`config.mk`:
```
export PLATFORM = sky130hd
export DESIGN_NAME = gray_ptr_rx_flat
export DESIGN_NICKNAME = d
export VERILOG_FILES = /design/src/rtl/gray_ptr_rx_if.sv /design/src/rtl/gray_ptr_rx.sv /design/src/flat_wrapper.sv
export SDC_FILE = /design/constraint.sdc
export NUM_CORES = 1
export LEC_CHECK = 0
export BUFFER_PORTS_ARGS = -buffer_cell sky130_fd_sc_hd__clkbuf_2
export CAP_MARGIN = 15
export CORE_ASPECT_RATIO = 1.1
export CORE_MARGIN = 4
export CORE_UTILIZATION = 45
export CTS_BUF_LIST = sky130_fd_sc_hd__clkbuf_16
export DETAILED_ROUTE_END_ITERATION = 16
export MAX_ROUTING_LAYER = met4
export PLACE_DENSITY_LB_ADDON = 0.08
export SKIP_CTS_REPAIR_TIMING = 1
export SLEW_MARGIN = 20
export SYNTH_ARGS = -nofsm -noshare
export SYNTH_HDL_FRONTEND = slang
export SYNTH_SLANG_ARGS = --single-unit
export TNS_END_PERCENT = 5
```
`constraint.sdc`:
```
create_clock -name clk -period 5.2 [get_ports clk]
set_clock_uncertainty 0.05 [all_clocks]
set_input_delay 0.26 -clock clk [delete_from_list [all_inputs] [get_ports clk]]
set_output_delay 0.26 -clock clk [all_outputs]
set_load 0.01 [all_outputs]
```
`src/rtl/gray_ptr_rx_if.sv`:
```
// Bus between the foreign-domain Gray pointer source and the local-domain receiver.
interface gray_ptr_rx_if #(
    parameter int W = 4
);
    logic [W-1:0] gray_in;
    logic         err_clr;
    logic [W-1:0] gray_sync;
    logic [W-1:0] bin_out;
    logic [W-1:0] adv;
    logic         changed;
    logic         code_err;

    modport master (
        output gray_in, err_clr,
        input  gray_sync, bin_out, adv, changed, code_err
    );

    modport slave (
        input  gray_in, err_clr,
        output gray_sync, bin_out, adv, changed, code_err
    );
endinterface

```
`src/rtl/gray_ptr_rx.sv`:
```
// Receive side of a Gray-coded pointer crossing: synchronizes the foreign pointer,
// decodes it to binary, reports the modular advance and flags codes illegal for MOD.
module gray_ptr_rx #(
    parameter int MOD         = 16,
    parameter int SYNC_STAGES = 2
) (
    input  logic         clk,
    input  logic         rst,
    gray_ptr_rx_if.slave bus
);
    localparam int         W     = $clog2(MOD);
    localparam logic [W:0] MOD_W = (W+1)'(MOD);

    logic [W-1:0] r_sync [SYNC_STAGES];
    logic [W-1:0] r_bin;
    logic [W-1:0] r_adv;
    logic         r_changed;
    logic         r_code_err;

    logic [W-1:0] w_gray;
    logic [W-1:0] w_bin;
    logic         w_legal;
    logic [W-1:0] w_adv;

    // Plain flop chain; only stage 0 ever samples the asynchronous input.
    always_ff @(posedge clk or posedge rst) begin
        if (rst) begin
            for (int i = 0; i < SYNC_STAGES; i++) begin
                r_sync[i] <= '0;
            end
        end else begin
            r_sync[0] <= bus.gray_in;
            for (int i = 1; i < SYNC_STAGES; i++) begin
                r_sync[i] <= r_sync[i-1];
            end
        end
    end

    assign w_gray = r_sync[SYNC_STAGES-1];

    // Each binary bit is the XOR of all Gray bits at or above it.
    for (genvar i = 0; i < W; i++) begin : g_decode
        assign w_bin[i] = ^w_gray[W-1:i];
    end

    assign w_legal = ({1'b0, w_bin} < MOD_W);

    always_comb begin
        w_adv = '0;
        if (w_bin >= r_bin) begin
            w_adv = W'({1'b0, w_bin} - {1'b0, r_bin});
        end else begin
            w_adv = W'({1'b0, w_bin} + MOD_W - {1'b0, r_bin});
        end
    end

    always_ff @(posedge clk or posedge rst) begin
        if (rst) begin
            r_bin      <= '0;
            r_adv      <= '0;
            r_changed  <= 1'b0;
            r_code_err <= 1'b0;
        end else begin
            if (!w_legal) begin
                r_adv      <= '0;
                r_changed  <= 1'b0;
                r_code_err <= 1'b1;
            end else begin
                if (bus.err_clr) begin
                    r_code_err <= 1'b0;
                end
                if (w_bin != r_bin) begin
                    r_bin     <= w_bin;
                    r_adv     <= w_adv;
                    r_changed <= 1'b1;
                end else begin
                    r_adv     <= '0;
                    r_changed <= 1'b0;
                end
            end
        end
    end

    assign bus.gray_sync = w_gray;
    assign bus.bin_out   = r_bin;
    assign bus.adv       = r_adv;
    assign bus.changed   = r_changed;
    assign bus.code_err  = r_code_err;
endmodule

```
`src/flat_wrapper.sv`:
```
// flat-port wrapper written by rule: the top's interface ports become plain ports
module gray_ptr_rx_flat 
#(
    parameter int MOD         = 16,
    parameter int SYNC_STAGES = 2
)
  (clk, rst, bus_gray_in, bus_err_clr, bus_gray_sync, bus_bin_out, bus_adv, bus_changed, bus_code_err);
  gray_ptr_rx_if bus_i ();
  input  logic clk;
  input  logic rst;
  input wire logic [$bits(bus_i.gray_in)-1:0] bus_gray_in;
  input wire logic [$bits(bus_i.err_clr)-1:0] bus_err_clr;
  output wire logic [$bits(bus_i.gray_sync)-1:0] bus_gray_sync;
  output wire logic [$bits(bus_i.bin_out)-1:0] bus_bin_out;
  output wire logic [$bits(bus_i.adv)-1:0] bus_adv;
  output wire logic [$bits(bus_i.changed)-1:0] bus_changed;
  output wire logic [$bits(bus_i.code_err)-1:0] bus_code_err;
  assign bus_i.gray_in = bus_gray_in;
  assign bus_i.err_clr = bus_err_clr;
  assign bus_gray_sync = bus_i.gray_sync;
  assign bus_bin_out = bus_i.bin_out;
  assign bus_adv = bus_i.adv;
  assign bus_changed = bus_i.changed;
  assign bus_code_err = bus_i.code_err;
  gray_ptr_rx #(.MOD(MOD), .SYNC_STAGES(SYNC_STAGES)) u_core (.clk(clk), .rst(rst), .bus(bus_i));
endmodule
```
### Word-level counts from Yosys, hierarchy flattened

Cells that the tools add are included.

| storage, ports and cells | value |
|---|---|
| register bits | 17 |
| input bits | 7 |
| output and inout port bits | 14 |
| logic and storage cells | 16 |

| operators by class | value |
|---|---|
| $add $sub $neg | 3 |
| order comparisons | 1 |
| eq/ne operators | 1 |
| multiplexer cells | 3 |
| reduce and logical (&&, ||, !) cells | 3 |

Operators by type and width:

| kind | count |
|---|---|
| $mux 4 | 2 |
| $sub 4x4->4 | 2 |
| $add 4x1->4 const B | 1 |
| $ge 4x4->1 | 1 |
| $ne 4x4->1 | 1 |
| $reduce_xor 4->1 | 1 |
| $reduce_xor 3->1 | 1 |
| $reduce_xor 2->1 | 1 |
| $mux 1 | 1 |

### Logic depth before layout (Yosys ltp)

| logic depth | value |
|---|---|
| word-level depth | 5 |
| gate-level depth with buffers | 8 |
| depth with buffers taken out | 8 |

### Worst setup path before layout

Ideal clock, no wire load.

| timing path | value |
|---|---|
| kind | flip-flop to flip-flop |
| from | reg u_core.r_sync (netlist bit u_core.bus.gray_sync[3]) |
| to | reg u_core.r_bin[2], in the netlist u_core.bus.bin_out[2] |
| setup time | 125 ps |
| arrival | 1819 ps |
| required time | 5025 ps |
| slack | 3207 ps |
| cell stages (with the launch flop) | 7 |
| path buffers | 0 |
| period minus slack after synthesis | 1993 ps |
| path through | dfrtp_1 xor2_2 xor2_2 xnor2_1 ha_1 nand4_1 mux2_2 |

| on the way | value |
|---|---|
| longest elaborated chain between the ends | 2 |
| elaborated cells between the ends (all ways) | 4 |
| classes of those cells | eq/ne: 1; reduce/logical: 3 |

RTL lines:

| element | RTL line | source |
|---|---|---|
| start: declaration | gray_ptr_rx.sv:14 | `logic [W-1:0] r_sync [SYNC_STAGES];` |
| start signal: indexed assignment | gray_ptr_rx.sv:34 | `r_sync[i] <= r_sync[i-1];` |
| $reduce_xor 2->1 (*) | gray_ptr_rx.sv:43 | `assign w_bin[i] = ^w_gray[W-1:i];` |
| net u_core.w_bin[2] | gray_ptr_rx.sv:21 | `logic [W-1:0] w_bin;` |
| $ne 4x4->1 | gray_ptr_rx.sv:72 | `if (w_bin != r_bin) begin` |
| end signal: assignment | gray_ptr_rx.sv:73 | `r_bin <= w_bin;` |
| end: declaration | gray_ptr_rx.sv:15 | `logic [W-1:0] r_bin;` |

Mark *: on every way through the listed nets, which the timed path passes. The rest lies on a longest branch.
A chain may end at the register's enable or synchronous reset.

### Final worst setup path

Ends and elaborated chain as after synthesis.

==> results.yml <==
status:
  outcome: "completed"
setup_path:
  critPathKind: "register to register"
  worst_ep_arrival_time_ns: 2.26
  end_kind: "register"
  rrSetupSlack_ns: 3.02
  cp_max_fo: 8
  cp-start-kind: "register"
  worstPathCellList: "xor2_2 > xor2_2 > xnor2_1 > ha_1 > nand4_1 > mux2_2"
  cp_data_required_time_ns: 5.28
  slowest_stage: "dfrtp_1"
  crit_path_max_incr_delay_ns: 0.43
  cp_common_cell: "xor2_2"
drt:
  wl_per_cell_um: 11.1
  ant_nets: 0
  num_vias: 367
  drt_iter0_drc: 3
  first_pass_iters: 2
  viasPerCell: 4.37
  drc: 0
  routed_wl_um: 929
finish:
  post-route-util_pct: 58.9
  area_delta_synth_final_pct: 20.6
  multi_input_area_um2: 199
  seq_area_um2: 425
  stdcell_count: 84
  fillers: 124
  n_antenna_cell: 0
  fin_area_um2: 836
  drive_gt1_share_pct: 35.3
  fin_nets: 80
grt:
  use_met3_pct: 3.32
  met2_usage_pct: 14.0
  grt_pass1_vias: 379
  antenna_found_initial: 0
  grt_start_max_net_pins: 18
  grt-ovfl-total: 0
  grt_use_total_pct: 9.60
  grt_pass1_wl_um: 1530
  use_met1_pct: 11.7
  busiest_layer: "met2"
placed_design:
  dp.cells: 80
  hpwl_um: 693
  placed_area_um2: 757
  gp_congestion: 0.733
  io_buffer_count: 18
power:
  p_leak_uw: 0.000431
  finalPower_uw: 422
  ir_worst_vdd_v: 0.000248
  p_per_area_nw_per_um2: 505
clock_network:
  numClockSinks: 17
  worstSkewPairLatency_ns: 0.24
  clock_path_buffers: 2
  cts_tree: "built"
  numCtsBuffers: 3
  clkTransAtPathRegs_ns: 0.05
  htreeDepth: 1
  cts-root-buf: "clkbuf_16"
floorplanning:
  rows: 14
  ioPinCount: 21
  core_um2: 1420
  start_util_pct: 48.9
  dieArea_um2: 2230
  fp.dieW_um: 45.4
  dieHeight_um: 49.2
synth:
  synthesis.area_um2: 693
  yosysWarnings: 0
  avgSynthCellArea_um2: 13.3
  yosysUniqueCellTypes: 20
  synth_nets: 63
  ys_seq_elements: 17
  postSynthCellCount: 52
  ys_seq_area_share_pct: 61.4
timing:
  final-max-slew-violation-count: 0
  tightest_slew_ns: 0.619
  slew_headroom_pct: 58.7
  fin_crit_ns: 2.18
  hold_viol: 0
  finalCritPeriodShare_pct: 41.9
  rsz0062_at_grt: "false"
  setup_tns_ns: 0
  fmax_mhz: 459
  setup_viol: 0
worst_hold_path:
  hp-class: "input port to asynchronous set/reset pin"
job:
  maxCapViolCount: 0
==> power by group <==
part / internal [uW] / switching, uW / total [uW]
Clock: 102 / 45.4 / 147
Combinational: 48.8 / 56.7 / 106
Sequential: 158 / 11.1 / 170
Total: 309 / 113 / 422
==> cells in the mapped netlist <==
cell type      count  area share (%)
fa_1               1             2.9
ha_1               3             5.4
nand2_1            2             1.1
nand4_1            1            0.90
nor2b_1            1            0.90
nor2_1             1            0.54
and2_1             1            0.90
mux2_2             1             1.6
o21ai_0            1            0.72
inv_1              6             3.2
mux2i_1            1             1.4
dfrtp_1           17              61
a21oi_1            2             1.4
xor2_2             2             4.7
dlygate4sd1_1      1             1.3
a21o_1             1             1.1
buf_4              5             5.4
nand3_1            1            0.72
conb_1             1            0.54
xnor2_1            3             3.8
==> logic make-up after synthesis <==
group	synth area share (%)
buf+inv	9.93
simple gates	5.06
flops	61.4
compound gates	3.25
fa+ha+maj	8.30
other cells	0.541
xor+xnor	8.48
mux	3.07
==> path summary, 6_finish.rpt <==
| path | cells past startpoint | start | end |
|---|---|---|---|
| min in group clk | 1 | bus_gray_in[3] | u_core.r_sync[7]$_DFF_PP0_ |
| max in group asynchronous | 2 | rst | u_core.bus.adv[0]$_DFF_PP0_ |
| worst max register to register | 6 | u_core.bus.gray_sync[3]$_DFF_PP0_ | u_core.bus.bin_out[2]$_DFFE_PP0P_ |
| worst max-delay path | 6 | u_core.bus.gray_sync[3]$_DFF_PP0_ | u_core.bus.bin_out[2]$_DFFE_PP0P_ |
| worst min-delay path | 2 | rst | u_core.bus.gray_sync[1]$_DFF_PP0_ |
| worst min register to register | 0 | u_core.r_sync[6]$_DFF_PP0_ | u_core.bus.gray_sync[2]$_DFF_PP0_ |
==> worst max-delay path: cells and delay by family, from the launching register on <==
family / cells / cell delay [ns]
muxes: 1 / 0.37
xor gates and xnor gates: 3 / 0.66
adders and majority gates: 1 / 0.30
DFF: 1 / 0.43
and+or+nand+nor: 1 / 0.26
==> sequential cells by signal (all words and copies together) (netlist names) <==
register,cells
u_core.bus.changed,1
u_core.bus.bin_out,4
u_core.bus.adv,4
u_core.bus.gray_sync,4
u_core.r_sync,4
==> through the flow <==
| step | hold WS [ns] | setup slack [ns] |
|---|---|---|
| finish | 0.0184 | 3.02 |
| global route | 0.0652 | 2.86 |
| CTS | 0.0446 | 2.98 |
| detailed placement | 0.291 | 3.01 |
| global placement | 0.284 | 3.02 |
| floorplan | 0.136 | 3.21 |
==> cell usage in the layout (no fill, tap or decap), drive strengths merged <==
cell type  Yosys  layout
clkbuf         0      21
dfrtp         17      17
inv            6       7
xnor2          3       3
ha             3       3
xor2           2       2
a21oi          2       2
nand2          2       2
nand4          1       1
nor2           1       1
o21ai          1       1
and2           1       1
nor2b          1       1
nand3          1       1
a21o           1       1
mux2i          1       1
mux2           1       1
fa             1       1
conb           1       1
==> metal layers <==
| metal | wire, um | vias up |
|---|---|---|
| met2 | 417 | 14 |
| met5 | 0 | - |
| met4 | 0 | 0 |
| met1 | 444 | 164 |
| met3 | 67 | 0 |
| li1 | - | 189 |
==> cell type report <==
class,instances,share of cell area (%)
sequential,17,50.9
multi-input combinational,23,23.8
timing repair buffer,18,10.8
clock buffer,3,8.98
inverter,6,2.69
tap,16,2.40
clock inverter,1,0.449
(Power assumes the default switching activity.)
